[config.mk]
export PLATFORM = sky130hd
export DESIGN_NAME = pipe_bp_btb_gshare
export DESIGN_NICKNAME = d
export VERILOG_FILES = /design/src/rtl/pipe_bp_pkg.sv /design/src/rtl/pipe_bp_btb_gshare_pht.sv /design/src/rtl/pipe_bp_btb_gshare.sv
export SDC_FILE = /design/constraint.sdc
export NUM_CORES = 1
export LEC_CHECK = 0
export ABC_CLOCK_PERIOD_IN_PS = 2100
export BUFFER_PORTS_ARGS = -buffer_cell sky130_fd_sc_hd__buf_2
export CORE_MARGIN = 2
export CORE_UTILIZATION = 55
export DETAILED_ROUTE_END_ITERATION = 10
export GPL_TIMING_DRIVEN = 0
export PLACE_DENSITY = 0.76
export SLEW_MARGIN = 20
export SYNTH_ARGS = -nofsm -noshare
export SYNTH_HDL_FRONTEND = slang
export SYNTH_SLANG_ARGS = --single-unit
[constraint.sdc]
create_clock -name clk -period 2.1 [get_ports clk]
set_input_delay 0.105 -clock clk [delete_from_list [all_inputs] [get_ports clk]]
set_output_delay 0.105 -clock clk [all_outputs]
set_load 0.01 [all_outputs]
[src/rtl/pipe_bp_pkg.sv]
// Shared definitions for the BTB + PHT branch predictor: counter encodings,
// PHT indexing modes and PC field extraction.
package pipe_bp_pkg;

  localparam int MODE_BIMODAL = 0;
  localparam int MODE_GSHARE  = 1;

  typedef enum logic [1:0] {
    SNT = 2'b00,
    WNT = 2'b01,
    WT  = 2'b10,
    ST  = 2'b11
  } ctr_e;

  // Word-aligned PC: the low two bits never take part in indexing.
  function automatic logic [31:0] bidx_f(input logic [31:0] pc, input int unsigned ib);
    logic [31:0] mask;
    mask = (32'd1 << ib) - 32'd1;
    return (pc >> 2) & mask;
  endfunction

  function automatic logic [31:0] tag_f(input logic [31:0] pc, input int unsigned ib,
                                        input int unsigned tb);
    logic [31:0] mask;
    mask = (32'd1 << tb) - 32'd1;
    return (pc >> (ib + 2)) & mask;
  endfunction

  function automatic logic [1:0] sat_upd(input logic [1:0] cnt, input logic taken);
    logic [1:0] nxt;
    if (taken) nxt = (cnt == ST)  ? cnt : cnt + 2'd1;
    else       nxt = (cnt == SNT) ? cnt : cnt - 2'd1;
    return nxt;
  endfunction

endpackage

[src/rtl/pipe_bp_btb_gshare_pht.sv]
// Pattern history table: 2-bit saturating counters, one combinational read
// port and one synchronous train port.
module bp_pht
  import pipe_bp_pkg::*;
#(
  parameter int          IDX_BITS = 4,
  parameter logic [1:0]  CNT_INIT = 2'b01
) (
  input  logic                clk,
  input  logic                rst,
  input  logic [IDX_BITS-1:0] rd_idx_i,
  output logic [1:0]          rd_cnt_o,
  input  logic                wr_en_i,
  input  logic [IDX_BITS-1:0] wr_idx_i,
  input  logic                wr_taken_i
);

  localparam int NE = 1 << IDX_BITS;

  logic [NE-1:0][1:0] ctr_q;

  assign rd_cnt_o = ctr_q[rd_idx_i];

  always_ff @(posedge clk or posedge rst) begin
    if (rst) begin
      for (int i = 0; i < NE; i++) ctr_q[i] <= CNT_INIT;
    end else if (wr_en_i) begin
      ctr_q[wr_idx_i] <= sat_upd(ctr_q[wr_idx_i], wr_taken_i);
    end
  end

endmodule

[src/rtl/pipe_bp_btb_gshare.sv]
// IF-stage branch predictor: direct-mapped tagged BTB plus bimodal/gshare PHT,
// trained from ID one cycle later, with a saturating mispredict counter.
module pipe_bp_btb_gshare
  import pipe_bp_pkg::*;
#(
  parameter int         IDX_BITS = 4,
  parameter int         TAG_BITS = 8,
  parameter int         GHR_BITS = 4,
  parameter int         MODE     = 0,
  parameter logic [1:0] CNT_INIT = 2'b01,
  parameter int         PERF_W   = 16
) (
  input  logic                clk,
  input  logic                rst,
  input  logic [31:0]         pc_if,
  output logic                pred_hit,
  output logic                pred_taken,
  output logic [31:0]         pred_target,
  input  logic [31:0]         upd_pc,
  input  logic [31:0]         upd_target,
  input  logic                upd_taken,
  input  logic                upd_btb,
  input  logic                upd_pdt,
  input  logic                upd_mispred,
  input  logic                flush_btb,
  output logic [GHR_BITS-1:0] ghr,
  output logic [PERF_W-1:0]   mispred_cnt
);

  localparam int NE = 1 << IDX_BITS;

  logic [NE-1:0]               vld_q;
  logic [NE-1:0][TAG_BITS-1:0] tag_q;
  logic [NE-1:0][31:0]         tgt_q;
  logic [GHR_BITS-1:0]         ghr_q, ghr_d;
  logic [PERF_W-1:0]           mcnt_q, mcnt_d;

  logic [IDX_BITS-1:0] rd_bidx, wr_bidx, rd_pidx, wr_pidx;
  logic [TAG_BITS-1:0] rd_tag, wr_tag;
  logic [1:0]          rd_cnt;

  assign rd_bidx = IDX_BITS'(bidx_f(pc_if, IDX_BITS));
  assign wr_bidx = IDX_BITS'(bidx_f(upd_pc, IDX_BITS));
  assign rd_tag  = TAG_BITS'(tag_f(pc_if, IDX_BITS, TAG_BITS));
  assign wr_tag  = TAG_BITS'(tag_f(upd_pc, IDX_BITS, TAG_BITS));

  // No history checkpointing: the GHR cannot move between lookup and training.
  generate
    if (MODE == MODE_GSHARE) begin : g_gshare
      assign rd_pidx = rd_bidx ^ IDX_BITS'(ghr_q);
      assign wr_pidx = wr_bidx ^ IDX_BITS'(ghr_q);
    end else begin : g_bimodal
      assign rd_pidx = rd_bidx;
      assign wr_pidx = wr_bidx;
    end
  endgenerate

  bp_pht #(.IDX_BITS(IDX_BITS), .CNT_INIT(CNT_INIT)) u_pht (
    .clk        (clk),
    .rst        (rst),
    .rd_idx_i   (rd_pidx),
    .rd_cnt_o   (rd_cnt),
    .wr_en_i    (upd_pdt),
    .wr_idx_i   (wr_pidx),
    .wr_taken_i (upd_taken)
  );

  assign pred_hit    = vld_q[rd_bidx] && (tag_q[rd_bidx] == rd_tag);
  assign pred_taken  = pred_hit && rd_cnt[1];
  assign pred_target = pred_hit ? tgt_q[rd_bidx] : 32'd0;
  assign ghr         = ghr_q;
  assign mispred_cnt = mcnt_q;

  always_comb begin
    ghr_d  = ghr_q;
    mcnt_d = mcnt_q;
    if (upd_pdt) ghr_d = {ghr_q[GHR_BITS-2:0], upd_taken};
    if (upd_mispred && !(&mcnt_q)) mcnt_d = mcnt_q + PERF_W'(1);
  end

  // Flush wins over a same-cycle write.
  always_ff @(posedge clk or posedge rst) begin
    if (rst) begin
      vld_q  <= '0;
      ghr_q  <= '0;
      mcnt_q <= '0;
    end else begin
      ghr_q  <= ghr_d;
      mcnt_q <= mcnt_d;
      if (flush_btb)    vld_q          <= '0;
      else if (upd_btb) vld_q[wr_bidx] <= 1'b1;
    end
  end

  // Tag/target storage is qualified by vld_q, so it needs no reset.
  always_ff @(posedge clk) begin
    if (upd_btb && !flush_btb) begin
      tag_q[wr_bidx] <= wr_tag;
      tgt_q[wr_bidx] <= upd_target;
    end
  end

endmodule

==> results_dict.tcl <==
set metrics [dict create \
    status "complete, but fails checks" \
    violations "setup timing" \
    final-setup-viol-count 44 \
    pwr-share-comb 0.090 \
    grt_use_total 0.267 \
    ir_worst_vdd_mv 0.738 \
    place_ws_ns -1.52 \
    avgSynthCellArea_sq_um 21.9 \
    die_w_microns 230 \
    rsz0062_at_grt "true" \
    netSwitchingPower_uw 6760 \
    drv_cap 0 \
    power_uw 30900 \
    io-pin-count 157 \
    clkPwrFrac 0.389 \
    initial_utilization 0.559 \
    drt_drc_violations_left 0 \
    seq_area_frac_synth 0.745 \
    fin_ws_ns -1.17 \
    vias_per_cell 6.35 \
    clk_pin_slew_ns 0.06 \
    yosys_most_used_dff "edfxtp_1" \
    hold_viol 0 \
    arrival_ns 3.16 \
    seqPwrFrac 0.520 \
    rows 82 \
    cts_max_level 3 \
    switching_share 0.219 \
    powerDensity_nw_per_um2 904 \
    antenna_found_initial 1 \
    p_int_uw 24200 \
    first_pass_iters 5 \
    cts_buffer_depth 3 \
    timing.final.crit_share 1.56 \
    wirelength_microns 68700 \
    synth_warnings 0 \
    layout_common_cells "640 x edfxtp_1, 196 x mux4_2, 118 x buf_2" \
    wl_per_cell_microns 29.9 \
    synth_cells 1285 \
    synth-seq-cells 708 \
    yosys.area.top_type "edfxtp_1" \
    insertedDiodeCount 0 \
    synth_edf_count 640 \
    ant_nets 0 \
    fin_skew_ns 0.0148 \
    place.gp.congestion 0.787 \
    worstSetupPathType "register to output pin" \
    root_buffer "clkbuf_16" \
    fin_nets 1683 \
    fmax_ghz 0.306 \
    required_ns 2.00 \
    final_common_cell "edfxtp_1" \
    crit_path_start "tag_q[56]" \
    yosys.cell_types.count 52 \
    crit_fanout 9 \
    worstHoldPathType "input port to register" \
    syn_area_sq_um 28100 \
    cts_buffers 69 \
    syn_nets 1389 \
    r2r-start "u_pht.ctr_q[30]" \
    drt_iter0_markers 1585 \
    die_area_sq_um 52900 \
    tightestPinTransition_ns 1.05 \
    end_kind "output pin" \
    insertion_delay_ns 0.59 \
    synth_async_sr_flop_share 0.0960 \
    synth.top_cells.by_area "edfxtp_1 68%, mux4_2 16%, dfrtp_1 4.6%, nor4b_2 1.5%, dfstp_2 1.5%" \
    grt.overflow.total 0 \
    maxSlewHeadroom 0.298 \
    grt_max_degree 64 \
    worst_setup_path_start_kind "register" \
    leakagePower_uw 0.0119 \
    grt_pass1_wl_microns 101000 \
    die_y_microns 230 \
    io_buffers 109 \
    vias 14600 \
    drive_gt1_frac 0.393 \
    core-area_sq_um 50300 \
    yosysTopAreaCellShare 0.684 \
    grt_pass1_vias 15400 \
    cts_sinks 708 \
    dpl.hpwl_microns 41600 \
    post-route-min-period_ns 3.27 \
    worst_hold_slack_ns 0.0750 \
    min-delay-start "upd_pc[2]" \
    drv_slew 0 \
    syn_to_final_growth_pct 21.7 \
    cts_tree "built" \
]
cell usage after synthesis, drive strengths merged (8+ instances only):
master,number
edfxtp,640
mux4,199
nand2,56
dfrtp,52
buf,43
nor4b,35
o21ai,35
mux2i,29
clkbuf,25
nor2,22
xnor2,18
a21o,16
dfstp,16
nand3,14
mux2,12
inv,9
nor3,9
nor2b,8
critical path, stage by stage, from the launching register on:
cell and delay (ns):
edfxtp_1 0.37, mux4_2 0.48, mux2i_2 0.19, mux2_4 0.32, or3b_4 0.38, o2111ai_4 0.11
buf_12 0.24, buf_12 0.14, buf_16 0.13, nor4b_4 0.04, buf_2 0.14
routing by layer:
| layer | share of wire | routed length, microns | track usage | up-vias |
|---|---|---|---|---|
| li1 | - | - | - | 5974 |
| met1 | 0.38 | 26300 | 0.362 | 7691 |
| met2 | 0.50 | 34500 | 0.439 | 739 |
| met3 | 0.078 | 5360 | 0.0544 | 173 |
| met4 | 0.036 | 2440 | 0.0933 | 2 |
| met5 | 0.00022 | 15 | 0 | - |
metrics by stage:
stage          utilization  setup TNS [ns]  instances  area (sq um)
2_1_floorplan            -         -106.23       1285         28700
3_3_place_gp         0.598         -946.67       2066         30100
3_5_place_dp         0.617         -170.92       2110         31000
4_1_cts              0.675          -38.32       2288         34000
5_1_grt              0.680          -42.18       2297         34200
6_report             0.680          -38.02       2297         34200
state kept, by name, summed over array words and instances (netlist names):
register,flops
ghr,4
tag_q,128
mispred_cnt,16
u_pht.ctr_q,32
vld_q,16
tgt_q,512
logic make-up (layout without fill, tap and decap cells):
kind of cell | Yosys count | in the layout | synth area share
XOR/XNOR | 25 | 25 | 0.00779
multiplexers | 240 | 240 | 0.175
AND/OR/NAND/NOR | 162 | 162 | 0.0390
adder cells (fa/ha/maj) | 2 | 2 | 0.000846
flip-flops | 708 | 708 | 0.745
AO/OA/AOI/OAI | 71 | 71 | 0.0176
buffers and inverters | 77 | 417 | 0.0145
power by group through the flow:
stage,Clock [uW],Combinational (uW),Sequential (uW)
floorplan,0,1520,16300
global placement,0,2210,16300
detailed placement,0,2340,16400
CTS,12100,2620,16100
global route,12700,2960,16100
finish,12000,2790,16100
layout make-up:
type / count / area [sq um]
Sequential cell: 708 / 20900
Fill cell: 3021 / 16100
Multi-Input combinational cell: 500 / 7420
Timing Repair Buffer: 225 / 2270
Clock buffer: 88 / 1840
Tap cell: 672 / 841
Buffer: 66 / 548
Clock inverter: 29 / 310
Inverter: 9 / 36.3
final timing paths:
| check | to | cells past startpoint | slack [ns] |
|---|---|---|---|
| max | pred_target[29] | 10 | -1.17 |
| min | u_pht.ctr_q[22] | 4 | 0.07 |
| max reg2reg | u_pht.ctr_q[6] | 5 | -0.09 |
| min reg2reg | u_pht.ctr_q[18] | 2 | 0.47 |
| max in group asynchronous | u_pht.ctr_q[26] | 5 | 0.99 |
| min in group asynchronous | mispred_cnt[2] | 4 | 0.55 |
timing repair:
item	4_1_cts	5_1_grt
hold buffers	47	0
pin swaps	14	22
cloned	3	2
gates resized for setup	39	54
endpoints found under the hold margin	726	0
setup endpoints to repair	66	84
setup buffers	11	10
Note: power is estimated with default switching activity, not from simulation.
